===== src/rtl/refill_ctrl_if.sv =====
// Bundle of the cache miss, memory read and line return signals around refill_ctrl.
// master is the controller's view; slave is the caches/memory side.
interface refill_ctrl_if #(
  parameter int WORD       = 32,
  parameter int LINE_WORDS = 4,
  parameter int ADDR_W     = 32
);
  logic                       i_req;
  logic [ADDR_W-1:0]          i_addr;
  logic                       i_done;
  logic                       d_req;
  logic [ADDR_W-1:0]          d_addr;
  logic                       d_done;
  logic                       rd_valid;
  logic [ADDR_W-1:0]          rd_addr;
  logic [7:0]                 rd_len;
  logic                       rd_ready;
  logic                       ret_valid;
  logic [WORD-1:0]            ret_data;
  logic                       ret_ready;
  logic                       line_we;
  logic [LINE_WORDS*WORD-1:0] line_out;
  logic [WORD-1:0]            crit_word;
  logic                       owner;

  modport master (
    input  i_req, i_addr, d_req, d_addr, rd_ready, ret_valid, ret_data,
    output i_done, d_done, rd_valid, rd_addr, rd_len, ret_ready,
           line_we, line_out, crit_word, owner
  );

  modport slave (
    output i_req, i_addr, d_req, d_addr, rd_ready, ret_valid, ret_data,
    input  i_done, d_done, rd_valid, rd_addr, rd_len, ret_ready,
           line_we, line_out, crit_word, owner
  );
endinterface


===== src/rtl/refill_ctrl.sv =====
// Shared cache-line refill controller: round-robin I/D miss arbitration, one burst
// read per miss, line assembly, and a one-cycle line write / done pulse to the winner.
module refill_ctrl #(
  parameter int WORD       = 32,
  parameter int LINE_WORDS = 4,
  parameter int ADDR_W     = 32,
  parameter int OFF_W      = 4
) (
  input logic          clk,
  input logic          rst,
  refill_ctrl_if.master bus
);
  localparam int IDX_W = $clog2(LINE_WORDS);

  typedef enum logic [1:0] {IDLE, ADDR, DATA, DONE} state_t;

  state_t                 state_reg, state_next;
  logic [ADDR_W-1:0]      addr_reg;
  logic                   owner_reg;
  logic                   last_reg;
  logic [IDX_W-1:0]       cnt_reg;
  logic [IDX_W-1:0]       crit_idx_reg;
  logic [WORD-1:0]        line_reg [LINE_WORDS];
  logic [LINE_WORDS-1:0]  word_we;
  logic [LINE_WORDS*WORD-1:0] line_flat;

  logic grant_any, grant_d, beat_fire, last_beat;
  logic rd_valid, ret_ready, line_we, i_done, d_done;

  // A tie goes to whichever cache was not served last.
  assign grant_any = bus.i_req | bus.d_req;
  assign grant_d   = bus.d_req & (~bus.i_req | ~last_reg);
  assign beat_fire = (state_reg == DATA) & bus.ret_valid;
  assign last_beat = (cnt_reg == IDX_W'(LINE_WORDS - 1));

  // State register
  always_ff @(posedge clk) begin
    if (rst) state_reg <= IDLE;
    else     state_reg <= state_next;
  end

  // Next-state logic
  always_comb begin
    state_next = state_reg;
    case (state_reg)
      IDLE:    if (grant_any) state_next = ADDR;
      ADDR:    if (bus.rd_ready) state_next = DATA;
      DATA:    if (bus.ret_valid && last_beat) state_next = DONE;
      DONE:    state_next = IDLE;
      default: state_next = IDLE;
    endcase
  end

  // Output logic, decoded from the registered state only
  always_comb begin
    rd_valid  = 1'b0;
    ret_ready = 1'b0;
    line_we   = 1'b0;
    i_done    = 1'b0;
    d_done    = 1'b0;
    case (state_reg)
      ADDR: rd_valid  = 1'b1;
      DATA: ret_ready = 1'b1;
      DONE: begin
        line_we = 1'b1;
        i_done  = ~owner_reg;
        d_done  = owner_reg;
      end
      default: ;
    endcase
  end

  always_ff @(posedge clk) begin
    if (rst) begin
      addr_reg  <= '0;
      owner_reg <= 1'b0;
      last_reg  <= 1'b0;
    end else if (state_reg == IDLE && grant_any) begin
      addr_reg  <= grant_d ? bus.d_addr : bus.i_addr;
      owner_reg <= grant_d;
      last_reg  <= grant_d;
    end
  end

  always_ff @(posedge clk) begin
    if (rst) begin
      cnt_reg <= '0;
    end else if (state_reg == ADDR && bus.rd_ready) begin
      cnt_reg <= '0;
    end else if (beat_fire) begin
      cnt_reg <= cnt_reg + 1'b1;
    end
  end

  // The critical-word index follows the new grant only once its first beat lands,
  // so crit_word keeps showing the previous line until then.
  always_ff @(posedge clk) begin
    if (rst) begin
      crit_idx_reg <= '0;
    end else if (beat_fire && cnt_reg == '0) begin
      crit_idx_reg <= addr_reg[OFF_W-1 -: IDX_W];
    end
  end

  genvar gi;
  generate
    for (gi = 0; gi < LINE_WORDS; gi++) begin : g_word
      assign word_we[gi] = beat_fire && (cnt_reg == IDX_W'(gi));
      assign line_flat[gi*WORD +: WORD] = line_reg[gi];
    end
  endgenerate

  always_ff @(posedge clk) begin
    for (int k = 0; k < LINE_WORDS; k++) begin
      if (rst)             line_reg[k] <= '0;
      else if (word_we[k]) line_reg[k] <= bus.ret_data;
    end
  end

  // Byte-within-word address bits never matter to a word-granular refill.
  logic unused_addr_bits;
  assign unused_addr_bits = ^addr_reg[OFF_W-IDX_W-1:0];

  assign bus.rd_valid  = rd_valid;
  assign bus.rd_addr   = {addr_reg[ADDR_W-1:OFF_W], {OFF_W{1'b0}}};
  assign bus.rd_len    = 8'(LINE_WORDS - 1);
  assign bus.ret_ready = ret_ready;
  assign bus.line_we   = line_we;
  assign bus.line_out  = line_flat;
  assign bus.crit_word = line_reg[crit_idx_reg];
  assign bus.i_done    = i_done;
  assign bus.d_done    = d_done;
  assign bus.owner     = owner_reg;
endmodule


===== src/flat_wrapper.sv =====
// flat-port wrapper written by rule: the top's interface ports become plain ports
module refill_ctrl_flat 
#(
  parameter int WORD       = 32,
  parameter int LINE_WORDS = 4,
  parameter int ADDR_W     = 32,
  parameter int OFF_W      = 4
)
  (clk, rst, bus_i_req, bus_i_addr, bus_d_req, bus_d_addr, bus_rd_ready, bus_ret_valid, bus_ret_data, bus_i_done, bus_d_done, bus_rd_valid, bus_rd_addr, bus_rd_len, bus_ret_ready, bus_line_we, bus_line_out, bus_crit_word, bus_owner);
  refill_ctrl_if #(.WORD(WORD), .LINE_WORDS(LINE_WORDS), .ADDR_W(ADDR_W)) bus_i ();
  input logic clk;
  input logic rst;
  input wire logic [$bits(bus_i.i_req)-1:0] bus_i_req;
  input wire logic [$bits(bus_i.i_addr)-1:0] bus_i_addr;
  input wire logic [$bits(bus_i.d_req)-1:0] bus_d_req;
  input wire logic [$bits(bus_i.d_addr)-1:0] bus_d_addr;
  input wire logic [$bits(bus_i.rd_ready)-1:0] bus_rd_ready;
  input wire logic [$bits(bus_i.ret_valid)-1:0] bus_ret_valid;
  input wire logic [$bits(bus_i.ret_data)-1:0] bus_ret_data;
  output wire logic [$bits(bus_i.i_done)-1:0] bus_i_done;
  output wire logic [$bits(bus_i.d_done)-1:0] bus_d_done;
  output wire logic [$bits(bus_i.rd_valid)-1:0] bus_rd_valid;
  output wire logic [$bits(bus_i.rd_addr)-1:0] bus_rd_addr;
  output wire logic [$bits(bus_i.rd_len)-1:0] bus_rd_len;
  output wire logic [$bits(bus_i.ret_ready)-1:0] bus_ret_ready;
  output wire logic [$bits(bus_i.line_we)-1:0] bus_line_we;
  output wire logic [$bits(bus_i.line_out)-1:0] bus_line_out;
  output wire logic [$bits(bus_i.crit_word)-1:0] bus_crit_word;
  output wire logic [$bits(bus_i.owner)-1:0] bus_owner;
  assign bus_i.i_req = bus_i_req;
  assign bus_i.i_addr = bus_i_addr;
  assign bus_i.d_req = bus_d_req;
  assign bus_i.d_addr = bus_d_addr;
  assign bus_i.rd_ready = bus_rd_ready;
  assign bus_i.ret_valid = bus_ret_valid;
  assign bus_i.ret_data = bus_ret_data;
  assign bus_i_done = bus_i.i_done;
  assign bus_d_done = bus_i.d_done;
  assign bus_rd_valid = bus_i.rd_valid;
  assign bus_rd_addr = bus_i.rd_addr;
  assign bus_rd_len = bus_i.rd_len;
  assign bus_ret_ready = bus_i.ret_ready;
  assign bus_line_we = bus_i.line_we;
  assign bus_line_out = bus_i.line_out;
  assign bus_crit_word = bus_i.crit_word;
  assign bus_owner = bus_i.owner;
  refill_ctrl #(.WORD(WORD), .LINE_WORDS(LINE_WORDS), .ADDR_W(ADDR_W), .OFF_W(OFF_W)) u_core (.clk(clk), .rst(rst), .bus(bus_i));
endmodule

===== config.mk =====
export PLATFORM = sky130hd
export DESIGN_NAME = refill_ctrl_flat
export DESIGN_NICKNAME = d
export VERILOG_FILES = /design/src/rtl/refill_ctrl_if.sv /design/src/rtl/refill_ctrl.sv /design/src/flat_wrapper.sv
export SDC_FILE = /design/constraint.sdc
export NUM_CORES = 1
export LEC_CHECK = 0
export CORE_ASPECT_RATIO = 1.4
export CORE_MARGIN = 4
export CORE_UTILIZATION = 36
export DETAILED_ROUTE_END_ITERATION = 10
export DONT_BUFFER_PORTS = 1
export PLACE_DENSITY = 0.53
export SLEW_MARGIN = 20
export SYNTH_ARGS = -nofsm -noshare
export SYNTH_HDL_FRONTEND = slang
export SYNTH_SLANG_ARGS = --single-unit

===== constraint.sdc =====
create_clock -name clk -period 2 [get_ports clk]
set_clock_uncertainty 0.05 [all_clocks]
set_input_delay 0.3 -clock clk [delete_from_list [all_inputs] [get_ports clk]]
set_output_delay 0.3 -clock clk [all_outputs]
set_load 0.02 [all_outputs]

Word-level counts from Yosys, hierarchy flattened
Memories as Yosys holds them, arrays and structs flattened. A register that Yosys moved wholly into a read port is not among the register bits.
Cells that the tools add are included.
{ "word_totals": {"inputBits": 102, "reg_bits": 39, "ram_bits": 128, "mem_count": 1} }
{ "mem_list": {"columns": ["name", "words", "word_bits", "rd", "rd_ports_with_merged_regs", "write_ports", "line_no", "source"], "rows": [
  ["u_core.line_reg", 4, 32, 5, 1, 4, "refill_ctrl.sv:23", "logic [WORD-1:0] line_reg [LINE_WORDS];"]
]} }
{ "op_classes": {"reduce_logical": 11, "bitwise_logic": 10, "n_addsub": 1, "eq_ne": 9, "mux": 30} }
{ "ops": {"columns": ["op", "n"], "rows": [
  ["2-to-1 mux 32 bit", 5],
  ["2-to-1 mux 1 bit", 19],
  ["2-to-1 mux 2 bit", 5],
  ["equality test 2 bit, second input constant", 4],
  ["case mux 2 bit (4 select lines)", 1],
  ["logical AND 1 bit", 7],
  ["bitwise OR 1 bit", 6],
  ["equality test 2 x 1 -> 1 bit, second input constant", 2],
  ["zero test 2 bit", 2],
  ["!= test 2 bit, second input constant", 2],
  ["AND reduction 3 bit", 1],
  ["adder 2 x 1 -> 2 bit, second input constant", 1],
  ["bitwise AND 1 bit", 2],
  ["!= test 2 x 1 -> 1 bit, second input constant", 1],
  ["NOT 1 bit", 2],
  ["OR reduction 2 bit", 1]
]} }

Depth between registers and ports, before layout
{ "logic_depth": {"depth_word": 7, "ltp_mapped": 7, "ltp_nobuf": 5} }

Least setup slack after synthesis
OpenSTA, ideal clock, no wires.
{ "synth_path": {"path_kind": "reg-to-reg", "startpoint": "register u_core.state_reg[0]", "endpoint": "memory u_core.line_reg[0][0] (enable)", "path_stages_with_launch": 6, "required_ns": 1.556, "setup_time_ns": 0.394, "arrival_time_ns": 1.821, "path_slack_ns": -0.265, "path_buffers": 1, "cell_sequence": "dfxtp_1 -> inv_1 -> ha_1 -> buf_2 -> nand3_1 -> nand2b_1"} }
{ "synth_lines": {"columns": ["item", "line_no", "source"], "rows": [
  ["start, declared", "refill_ctrl.sv:17", "state_t state_reg, state_next;"],
  ["start signal, assigned", "refill_ctrl.sv:39", "else state_reg <= state_next;"],
  ["end, declared", "refill_ctrl.sv:23", null]
]} }

==> metrics.csv <==
stage;metric;value;unit
run_status;status;completed;
synth;post-synth top area cell;edfxtp_1;
setup_path;crit path DAT;1.62;ns
clock_tree;Worst-path clk slew;0.07;ns
route;number of DRC markers in iteration 0;148;
timing;setup TNS;0;ns
finish;non-filler instance count after layout;809;
global_route;vias in the first global route;4504;
finish;share of layout cells above drive strength 1;0.175;
route;Vias/cell;5.18;
synth;Synth top cells by count;and2_1 (129), edfxtp_1 (128), buf_4 (40);
timing;Fmax;507;MHz
setup_path;critical path class;flip-flop to primary output;
synth;Post-Syn Area;0.00765;mm2
synth;top-count cell post-synth;and2_1;
setup_path;critical-path maximum fanout;15;
synth;post-synthesis area per instance;14.0;um2
floorplan;die height;180;um
finish;area delta synth->final;12.9;%
synth;register area share after synthesis;0.605;
synth;ys flop type;edfxtp_1;
floorplan;# IOs;308;
placement;DP Cell Count;757;
power;maximum VDD drop;0.949;mV
setup_path;crit end category;primary output;
timing;RSZ-0062 raised after global routing;yes;
floorplan;Rows;62;
synth;Yosys top cell area share;0.503;
synth;Mapped Cells;546;
route;drt drc;0;
global_route;GR peak layer;met2;
global_route;Global Route met2 Usage;0.290;
route;number of detailed-route iterations in the first pass;4;
route;Avg WL per Cell;23.6;um
setup_path;Buf/Inv on CP;1;
global_route;met1 Use GR;0.160;
finish;n_diodes;0;
timing;Max Slew Vio Count;0;
setup_path;Required @ worst endpoint;1.65;ns
setup_path;delay-heaviest family, CP;multiplexers;
run;Max Cap Viol;0;
clock_tree;H-Tree Depth;4;
clock_tree;Worst-Skew Late Latency;0.42;ns
power;leakage;3.20;nW
global_route;GR Util All Layers;0.157;
setup_path;slack of the worst reg-to-reg path;0.19;ns
timing;final worst-path cycle share;0.986;
setup_path;critical path, cell by cell;buf_12, mux4_2;
setup_path;CP peak stage delay;0.60;ns
global_route;first-pass GRT wire length;28000;um
placement;Port Buf Inserts;0;
timing;Fin. Hold Viols;0;
timing;Tmin final;1.97;ns
global_route;met3 Use GR;0.0642;
synth;Netlist cell types;29;
floorplan;die width;131;um
setup_path;startpoint type of the worst setup path;flip-flop;
global_route;initial antenna violation count;1;
placement;DP HPWL;13100;um
synth;Synth warnings;0;
synth;main area contributors after synthesis;edfxtp_1 (50%), and2_1 (11%), dfxtp_1 (10%);
synth;asr flop ratio synth;0;
global_route;grt ovf;0;
floorplan;Core ar.;0.0207;mm2
worst_hold_path;Min-Delay Path Class;input port to flip-flop;
global_route;largest net degree at the start of global routing;61;
route;ANT nets after route;0;
clock_tree;clock sink total;167;
floorplan;die area;0.0237;mm2
route;Vias;4190;
floorplan;Starting Density;0.369;
power;PwrDens;1080;mW/mm2
clock_tree;CTS tree;done;
placement;RD Place Congestion;0.738;
synth;#FFs+latches synth;167;
setup_path;Crit-path slowest cell;mux4_2;
synth;Post-synth EDFFs;128;
clock_tree;Num CTS Buffers;17;
finish;max reg flops;128;
clock_tree;root buf cell;clkbuf_16;
timing;endpoints failing setup;0;
clock_tree;maximum root-to-sink buffer count;2;
finish;fin nets;651;
route;Routed WL;19100;um
==> where the power goes <==
part / leakage, nW / switching [mW] / total [mW] / internal, mW
Sequential: 1.65 / 0.656 / 4.77 / 4.11
Clock: 0.270 / 1.42 / 3.16 / 1.74
Combinational: 1.28 / 0.854 / 1.43 / 0.581
==> path summary, 6_finish.rpt <==
path	from	to	cells after the start
setup / recovery	flip-flop	bus_crit_word[24]	2
hold / removal	rst	u_core.cnt_reg[0]	2
setup reg to reg	u_core.state_reg[0]	u_core.line_reg[0][5]	6
hold reg to reg	u_core.addr_reg[3]	u_core.addr_reg[3]	2
==> area by class of cell <==
class                   instances  area (um2)
multi-input cells             308        2580
fillers                      1879       12100
clock buffers                  17         425
inverters                       5        18.8
flip-flops and latches        167        4630
clock inverters                14         139
repair buffers                 42         518
well taps                     256         320
==> repair_timing <==
item	4_1_cts	5_1_grt
endpoints found under the setup margin	50	55
resized for setup	3	2
cloned	1	0
buffers inserted	1	0
endpoints found under the hold margin	37	21
pin swaps	0	0
hold buffers	3	16
==> through the flow <==
step                setup WS [ns]  power (mW)  utilization  instance area (um2)  hold WS (ns)
floorplan                  0.0718        6.13            -                 7690         0.369
global placement           0.0433        6.20        0.377                 7820         0.330
detailed placement       -0.00271        6.25        0.377                 7820         0.332
CTS                       -0.0149        9.46        0.409                 8460       0.00667
global route              -0.0599        9.79        0.417                 8630      0.000155
finish                     0.0287        9.36        0.417                 8630        0.0230
==> metal layers <==
layer	vias to the layer above	share of wire
li1	1914	-
met1	2050	0.35
met2	211	0.55
met3	15	0.085
met4	0	0.015
met5	-	0
==> logic make-up after synthesis <==
family,share of synthesized area
flip-flops,0.605
other,0.000982
AND/OR/NAND/NOR,0.136
buffers and inverters,0.0661
multiplexers,0.137
adder cells (fa/ha/maj),0.0131
AO/OA/AOI/OAI,0.0404
XOR/XNOR,0.00115
==> cells in the final DEF, fill, tap and decap left out, drive strengths merged, types with 3 or more instances in the layout <==
| master | n |
|---|---|
| nor2 | 37 |
| dlygate4sd3 | 18 |
| nand2 | 3 |
| inv | 11 |
| clkinv | 4 |
| nand2b | 6 |
| and2 | 129 |
| ha | 8 |
| buf | 24 |
| conb | 12 |
| clkbuf | 17 |
| a21oi | 3 |
| mux2i | 33 |
| edfxtp | 128 |
| mux4 | 32 |
| dfxtp | 39 |
| clkinvlp | 3 |
| a211oi | 30 |
| nand3 | 4 |
Power figures use the tool's default switching activity.
